===== config.mk =====
export PLATFORM = sky130hd
export DESIGN_NAME = beat_rate_meter
export DESIGN_NICKNAME = d
export VERILOG_FILES = /design/src/rtl/beat_rate_meter.sv
export SDC_FILE = /design/constraint.sdc
export NUM_CORES = 1
export LEC_CHECK = 0
export BUFFER_PORTS_ARGS = -buffer_cell sky130_fd_sc_hd__buf_4
export CORE_MARGIN = 2
export CORE_UTILIZATION = 60
export CTS_CLUSTER_DIAMETER = 120
export DETAILED_ROUTE_END_ITERATION = 16
export GPL_ROUTABILITY_DRIVEN = 1
export PLACE_DENSITY = 0.8
export SYNTH_ARGS = -nofsm -noshare
export SYNTH_HDL_FRONTEND = slang
export SYNTH_SLANG_ARGS = --single-unit

===== constraint.sdc =====
create_clock -name clk -period 4.6 [get_ports clk]
set_input_delay 0.23 -clock clk [delete_from_list [all_inputs] [get_ports clk]]
set_output_delay 0.23 -clock clk [all_outputs]
set_load 0.02 [all_outputs]

===== src/rtl/beat_rate_meter.sv =====
// Beat-to-beat interval meter: refractory rejection, 4-interval average and
// sequential restoring division of 60*SAMPLE_HZ into beats per minute.
module beat_rate_meter #(
  parameter int SAMPLE_HZ = 250,
  parameter int CNT_W     = 12,
  parameter int REFRACT   = 50,
  parameter int TIMEOUT   = 750
) (
  input  logic             clk,
  input  logic             rst,
  input  logic             tick,
  input  logic             peak,
  output logic             beat,
  output logic [CNT_W-1:0] interval,
  output logic [7:0]       bpm,
  output logic             bpm_stb,
  output logic             flatline
);

  localparam logic [15:0]      K_C       = 16'(60 * SAMPLE_HZ);
  localparam logic [CNT_W-1:0] REFRACT_C = CNT_W'(REFRACT);
  localparam logic [CNT_W-1:0] TIMEOUT_C = CNT_W'(TIMEOUT);

  typedef enum logic [1:0] {
    WAIT_FIRST = 2'd0,
    RUN        = 2'd1,
    DIV        = 2'd2
  } state_t;

  state_t           state_r, state_n_s;
  logic             peak_q_r;
  logic [CNT_W-1:0] cnt_r;
  logic [CNT_W-1:0] hist_r [0:3];
  logic [2:0]       hist_n_r;
  logic [CNT_W-1:0] div_r;
  logic [CNT_W-1:0] rem_r;
  logic [15:0]      quo_r;
  logic [15:0]      dvd_r;
  logic [4:0]       bit_r;
  logic             pend_r, pend_n_s;

  logic             rise_s, timeout_s, first_s, acc_s, start_s, stb_s, done_s;
  logic [CNT_W+1:0] sum_s;
  logic [CNT_W-1:0] avg_s;
  logic [CNT_W:0]   trial_s;
  logic             ge_s;
  logic [CNT_W-1:0] rem_n_s;

  // Event detection, averaging, divider step and next-state control
  always_comb begin
    rise_s    = peak & ~peak_q_r;
    timeout_s = (state_r != WAIT_FIRST) && (cnt_r == TIMEOUT_C);
    done_s    = (state_r == DIV) && (bit_r == 5'd16);
    first_s   = 1'b0;
    acc_s     = 1'b0;
    start_s   = 1'b0;
    stb_s     = 1'b0;
    state_n_s = state_r;
    pend_n_s  = pend_r;

    // An accepted beat shifts the current count in and drops the oldest entry
    if (acc_s == 1'b0 && rise_s && !timeout_s && (state_r != WAIT_FIRST) && (cnt_r >= REFRACT_C)) begin
      acc_s = 1'b1;
    end else begin
      acc_s = 1'b0;
    end
    if (acc_s) begin
      sum_s = {2'b00, cnt_r} + {2'b00, hist_r[0]} + {2'b00, hist_r[1]} + {2'b00, hist_r[2]};
    end else begin
      sum_s = {2'b00, hist_r[0]} + {2'b00, hist_r[1]} + {2'b00, hist_r[2]} + {2'b00, hist_r[3]};
    end
    avg_s = CNT_W'(sum_s >> 2);

    trial_s = {rem_r, dvd_r[15]};
    ge_s    = (trial_s >= {1'b0, div_r});
    if (ge_s) begin
      rem_n_s = CNT_W'(trial_s - {1'b0, div_r});
    end else begin
      rem_n_s = CNT_W'(trial_s);
    end

    case (state_r)
      WAIT_FIRST: begin
        if (rise_s) begin
          first_s   = 1'b1;
          state_n_s = RUN;
        end else begin
          state_n_s = WAIT_FIRST;
        end
      end
      RUN: begin
        if (timeout_s) begin
          state_n_s = WAIT_FIRST;
        end else if (acc_s && (hist_n_r >= 3'd3)) begin
          start_s   = 1'b1;
          state_n_s = DIV;
        end else begin
          state_n_s = RUN;
        end
      end
      DIV: begin
        if (timeout_s) begin
          pend_n_s  = 1'b0;
          state_n_s = WAIT_FIRST;
        end else if (done_s) begin
          stb_s    = 1'b1;
          pend_n_s = 1'b0;
          if (pend_r || acc_s) begin
            start_s   = 1'b1;
            state_n_s = DIV;
          end else begin
            state_n_s = RUN;
          end
        end else if (acc_s) begin
          pend_n_s = 1'b1;
        end else begin
          pend_n_s = pend_r;
        end
      end
      default: begin
        state_n_s = WAIT_FIRST;
        pend_n_s  = 1'b0;
      end
    endcase
  end

  // State, counter, history, divider and registered outputs
  always_ff @(posedge clk or negedge rst) begin
    if (!rst) begin
      state_r  <= WAIT_FIRST;
      peak_q_r <= 1'b0;
      cnt_r    <= '0;
      for (int i = 0; i < 4; i++) hist_r[i] <= '0;
      hist_n_r <= 3'd0;
      div_r    <= '0;
      rem_r    <= '0;
      quo_r    <= 16'd0;
      dvd_r    <= 16'd0;
      bit_r    <= 5'd0;
      pend_r   <= 1'b0;
      beat     <= 1'b0;
      interval <= '0;
      bpm      <= 8'd0;
      bpm_stb  <= 1'b0;
      flatline <= 1'b0;
    end else begin
      state_r  <= state_n_s;
      pend_r   <= pend_n_s;
      peak_q_r <= peak;
      beat     <= first_s | acc_s;
      bpm_stb  <= stb_s;

      // Clearing wins over a tick landing in the same cycle
      if (first_s || acc_s) begin
        cnt_r <= '0;
      end else if (tick && (cnt_r < TIMEOUT_C)) begin
        cnt_r <= cnt_r + CNT_W'(1);
      end

      if (first_s) begin
        flatline <= 1'b0;
      end

      if (acc_s) begin
        interval  <= cnt_r;
        hist_r[0] <= cnt_r;
        hist_r[1] <= hist_r[0];
        hist_r[2] <= hist_r[1];
        hist_r[3] <= hist_r[2];
        hist_n_r  <= (hist_n_r == 3'd4) ? 3'd4 : hist_n_r + 3'd1;
      end else if (timeout_s) begin
        for (int i = 0; i < 4; i++) hist_r[i] <= '0;
        hist_n_r <= 3'd0;
        flatline <= 1'b1;
        bpm      <= 8'd0;
      end

      if (start_s) begin
        div_r <= avg_s;
        dvd_r <= K_C;
        rem_r <= '0;
        quo_r <= 16'd0;
        bit_r <= 5'd0;
      end else if ((state_r == DIV) && (bit_r < 5'd16)) begin
        dvd_r <= {dvd_r[14:0], 1'b0};
        rem_r <= rem_n_s;
        quo_r <= {quo_r[14:0], ge_s};
        bit_r <= bit_r + 5'd1;
      end

      if (stb_s) begin
        bpm <= (quo_r > 16'd255) ? 8'd255 : quo_r[7:0];
      end
    end
  end

endmodule

==> metrics.md <==
| Metric | Value |
|---|---|
| CTS tree | built |
| Max Cap Viol | 0 |
| CTS Buffer Depth | 2 |
| #FFs+latches synth | 148 |
| Die area | 16100 sq um |
| Clock power frac | 0.212 |
| Num CTS Buffers | 17 |
| FF-to-FF Start | hist_r[13] |
| Mapped Cells | 984 |
| Vias in the first global route | 6683 |
| Fin Clk Skew | 0.00895 ns |
| Row Count | 44 |
| Final WS setup | 0.819 ns |
| Post-synth EDFFs | 0 |
| Hold path depth | 4 |
| Pleak | 4.69 nW |
| Max Slew Vio Count | 0 |
| Pre-CTS setup slack | 0.912 ns |
| Initial Utilization | 0.619 |
| Peak supply drop | 0.407 mV |
| WL final | 18400 microns |
| Sink Count | 148 |
| RSZ-0062 raised after global routing | false |
| P_int | 3.71 mW |
| Post-synth ARST share | 1.00 |
| Reg2reg setup slack | 0.82 ns |
| Top_reg_cell synth | dfrtp_1 |
| Die width | 127 microns |
| Register area | 3700 sq um |
| Diodes inserted | 0 |
| Min cycle time layout | 3.78 ns |
| Antenna-violating nets left | 0 |
| Setup Fix Bufs, Post-CTS | 0 |
| Worst hold-check path type | primary input to register |
| Rel. slew slack | 0.340 |
| Final Wtd Congestion | 0.884 |
| Final hold slack | 0.344 ns |
| Worst Path Arrival | 4.08 ns |
| Final Cycle Share | 0.822 |
| Hold Crit Start | tick |
| Critical Path Sink Type | register |
| Switching part of the total power | 0.411 |
| First-pass GRT wire length | 32100 microns |
| Fillers | 1110 |
| Via-per-instance ratio | 5.75 |
| Initial drt markers | 613 |
| Clock slew at reported path FFs | 0.06 ns |
| Mapped Area | 9060 sq um |
| Drt first pass iters | 7 |
| Pin count of the biggest net entering global routing | 109 |
| Final hold vios | 0 |
| Critical path peak fanout | 3 |
| Setup Crit Path Kind | register to register |
| H-tree depth | 4 |
| Hold Path End | cnt_r[1] |
| DR vias | 6863 |
| Post-route setup TNS | 0 ns |
| Unique masters post-synth | 67 |
| Avg WL per Cell | 15.4 microns |
| Sequential power share | 0.315 |
| P&R area growth vs syn | 9.83% |
| Avg Synthesized Cell Area | 9.21 sq um |
| Core footprint | 14600 sq um |
| Die H | 127 microns |
| Aggregate global routing overflow | 0 |
| Gate power share | 0.473 |
| Multi-input gate area in the final layout | 4690 sq um |
| Final #Nets | 1094 |
| Status | complete, no violations |
| Net Count, Synth | 1082 |
| HPWL Detailed | 12900 microns |
| Slew @ Worst Pin | 0.990 ns |
| Layout cell share with drive strength beyond 1 | 0.0783 |
| Synth Warn # | 0 |
| IO Count | 27 |
| WP data required | 4.89 ns |
| Startpoint types | register |
| Root Buffer | clkbuf_16 |
| Clk Latency, worst-skew pair | 0.43 ns |
| Initial antenna violation count | 0 |
| FF-to-FF path depth | 12 |
| P_sw | 2.60 mW |
| Fmax | 264 MHz |
| Power density cells | 634 nW/um^2 |
| Total GRT Usage | 0.250 |
| Register area share after synthesis | 0.409 |
| # setup viols final | 0 |
| # port buffers | 26 |
| DRC | 0 |
| Final total power | 6.31 mW |
| Capture point of the worst reg-to-reg path | div_r[9] |
cell usage after synthesis (8+ instances only):
cell type,n,share of area
buf_2,14,0.0077
nand3_1,50,0.028
o21ai_0,81,0.045
a211oi_1,8,0.0066
o21ai_1,9,0.0050
nor4_1,8,0.0055
nor2b_1,8,0.0055
dfrtp_1,148,0.41
inv_1,130,0.054
nand2_1,145,0.060
xnor2_1,24,0.023
a21o_1,9,0.0075
fa_1,49,0.11
clkbuf_1,22,0.0091
xor2_1,10,0.0097
ha_1,45,0.062
a21oi_1,63,0.035
nor3_1,15,0.0083
a31oi_1,9,0.0062
nor2_1,42,0.017
registers in the layout (all words and copies together), names as in the netlist, 2 cells and up:
signal / flops
bit_r: 5
hist_r: 48
div_r: 12
bpm: 8
cnt_r: 12
interval: 12
hist_n_r: 3
quo_r: 16
rem_r: 12
state_r: 2
dvd_r: 13
cell type report:
| class | count | share of cell area |
|---|---|---|
| sequential | 148 | 0.372 |
| clock inverter | 10 | 0.00981 |
| inverter | 130 | 0.0490 |
| clock buffer | 22 | 0.0476 |
| timing repair buffer | 35 | 0.0273 |
| tap | 184 | 0.0231 |
| multi-input combinational | 664 | 0.471 |
logic make-up (layout without fill, tap and decap cells):
family,Yosys count,count (layout),synth area share
xor+xnor,34,34,0.0329
fa+ha+maj,94,94,0.170
compound gates,226,226,0.149
mux,1,1,0.00110
flops,148,148,0.409
buf+inv,172,197,0.0748
simple gates,309,309,0.163
through the flow:
step / cell area, sq um / utilization / std cells
after global placement: 9360 / 0.639 / 1159
after global routing: 9950 / 0.680 / 1193
final: 9950 / 0.680 / 1193
after floorplan: 9060 / - / 984
after CTS: 9950 / 0.680 / 1193
after detailed placement: 9360 / 0.639 / 1159
metal layers:
| layer | vias to the layer above | GRT usage | wire length, microns | part of all wire |
|---|---|---|---|---|
| met5 | - | 0 | 0 | 0 |
| met3 | 32 | 0.0523 | 665 | 0.036 |
| met1 | 3400 | 0.355 | 8720 | 0.48 |
| met2 | 123 | 0.392 | 8600 | 0.47 |
| met4 | 0 | 0.0782 | 367 | 0.020 |
| li1 | 3308 | - | - | - |
power by group through the flow:
stage | Clock, mW | Combinational (mW) | Sequential (mW)
2_1_floorplan | 0 | 2.30 | 1.97
6_report | 1.34 | 2.99 | 1.99
3_5_place_dp | 0 | 2.96 | 1.99
5_1_grt | 1.42 | 3.45 | 2.04
4_1_cts | 1.36 | 3.00 | 1.98
3_3_place_gp | 0 | 2.88 | 1.98
placed cells by master, fill, tap and decap left out, drive strengths merged, types with 9 or more instances in the layout:
| cell | netlist | routed |
|---|---|---|
| a211oi | 9 | 9 |
| o21ai | 91 | 91 |
| nand2 | 146 | 146 |
| clkbuf | 22 | 22 |
| fa | 49 | 49 |
| a21oi | 64 | 64 |
| nor3 | 17 | 17 |
| inv | 130 | 132 |
| ha | 45 | 45 |
| a31oi | 10 | 10 |
| nor2 | 42 | 42 |
| xnor2 | 24 | 24 |
| xor2 | 10 | 10 |
| dfrtp | 148 | 148 |
| nand3 | 52 | 52 |
| buf | 20 | 33 |
| a21o | 9 | 9 |
repair_timing:
item                      4_1_cts  5_1_grt
hold endpoints to repair       81        0
hold buffers                    2        0
resized for setup               0        0
how the worst max path moves through the flow:
stage / start / end / slack [ns] / cells after the start
floorplan: hist_r[13] / div_r[9] / 1.25 / 12
global placement: hist_r[13] / div_r[9] / 0.99 / 12
detailed placement: hist_r[13] / div_r[9] / 0.91 / 12
CTS: hist_r[13] / div_r[9] / 0.85 / 12
global route: hist_r[13] / div_r[9] / 0.54 / 12
finish: hist_r[13] / div_r[9] / 0.82 / 12
critical path, stage by stage, from the launching register on:
cell      delay (ns)
dfrtp_1         0.38
inv_1           0.14
fa_1            0.46
fa_1            0.56
and3b_1         0.20
fa_1            0.41
a21oi_1         0.22
o22ai_1         0.15
o41ai_1         0.46
o21ai_0         0.25
xor2_1          0.18
o211ai_1        0.17
o21ai_1         0.09
(Power assumes the default switching activity.)
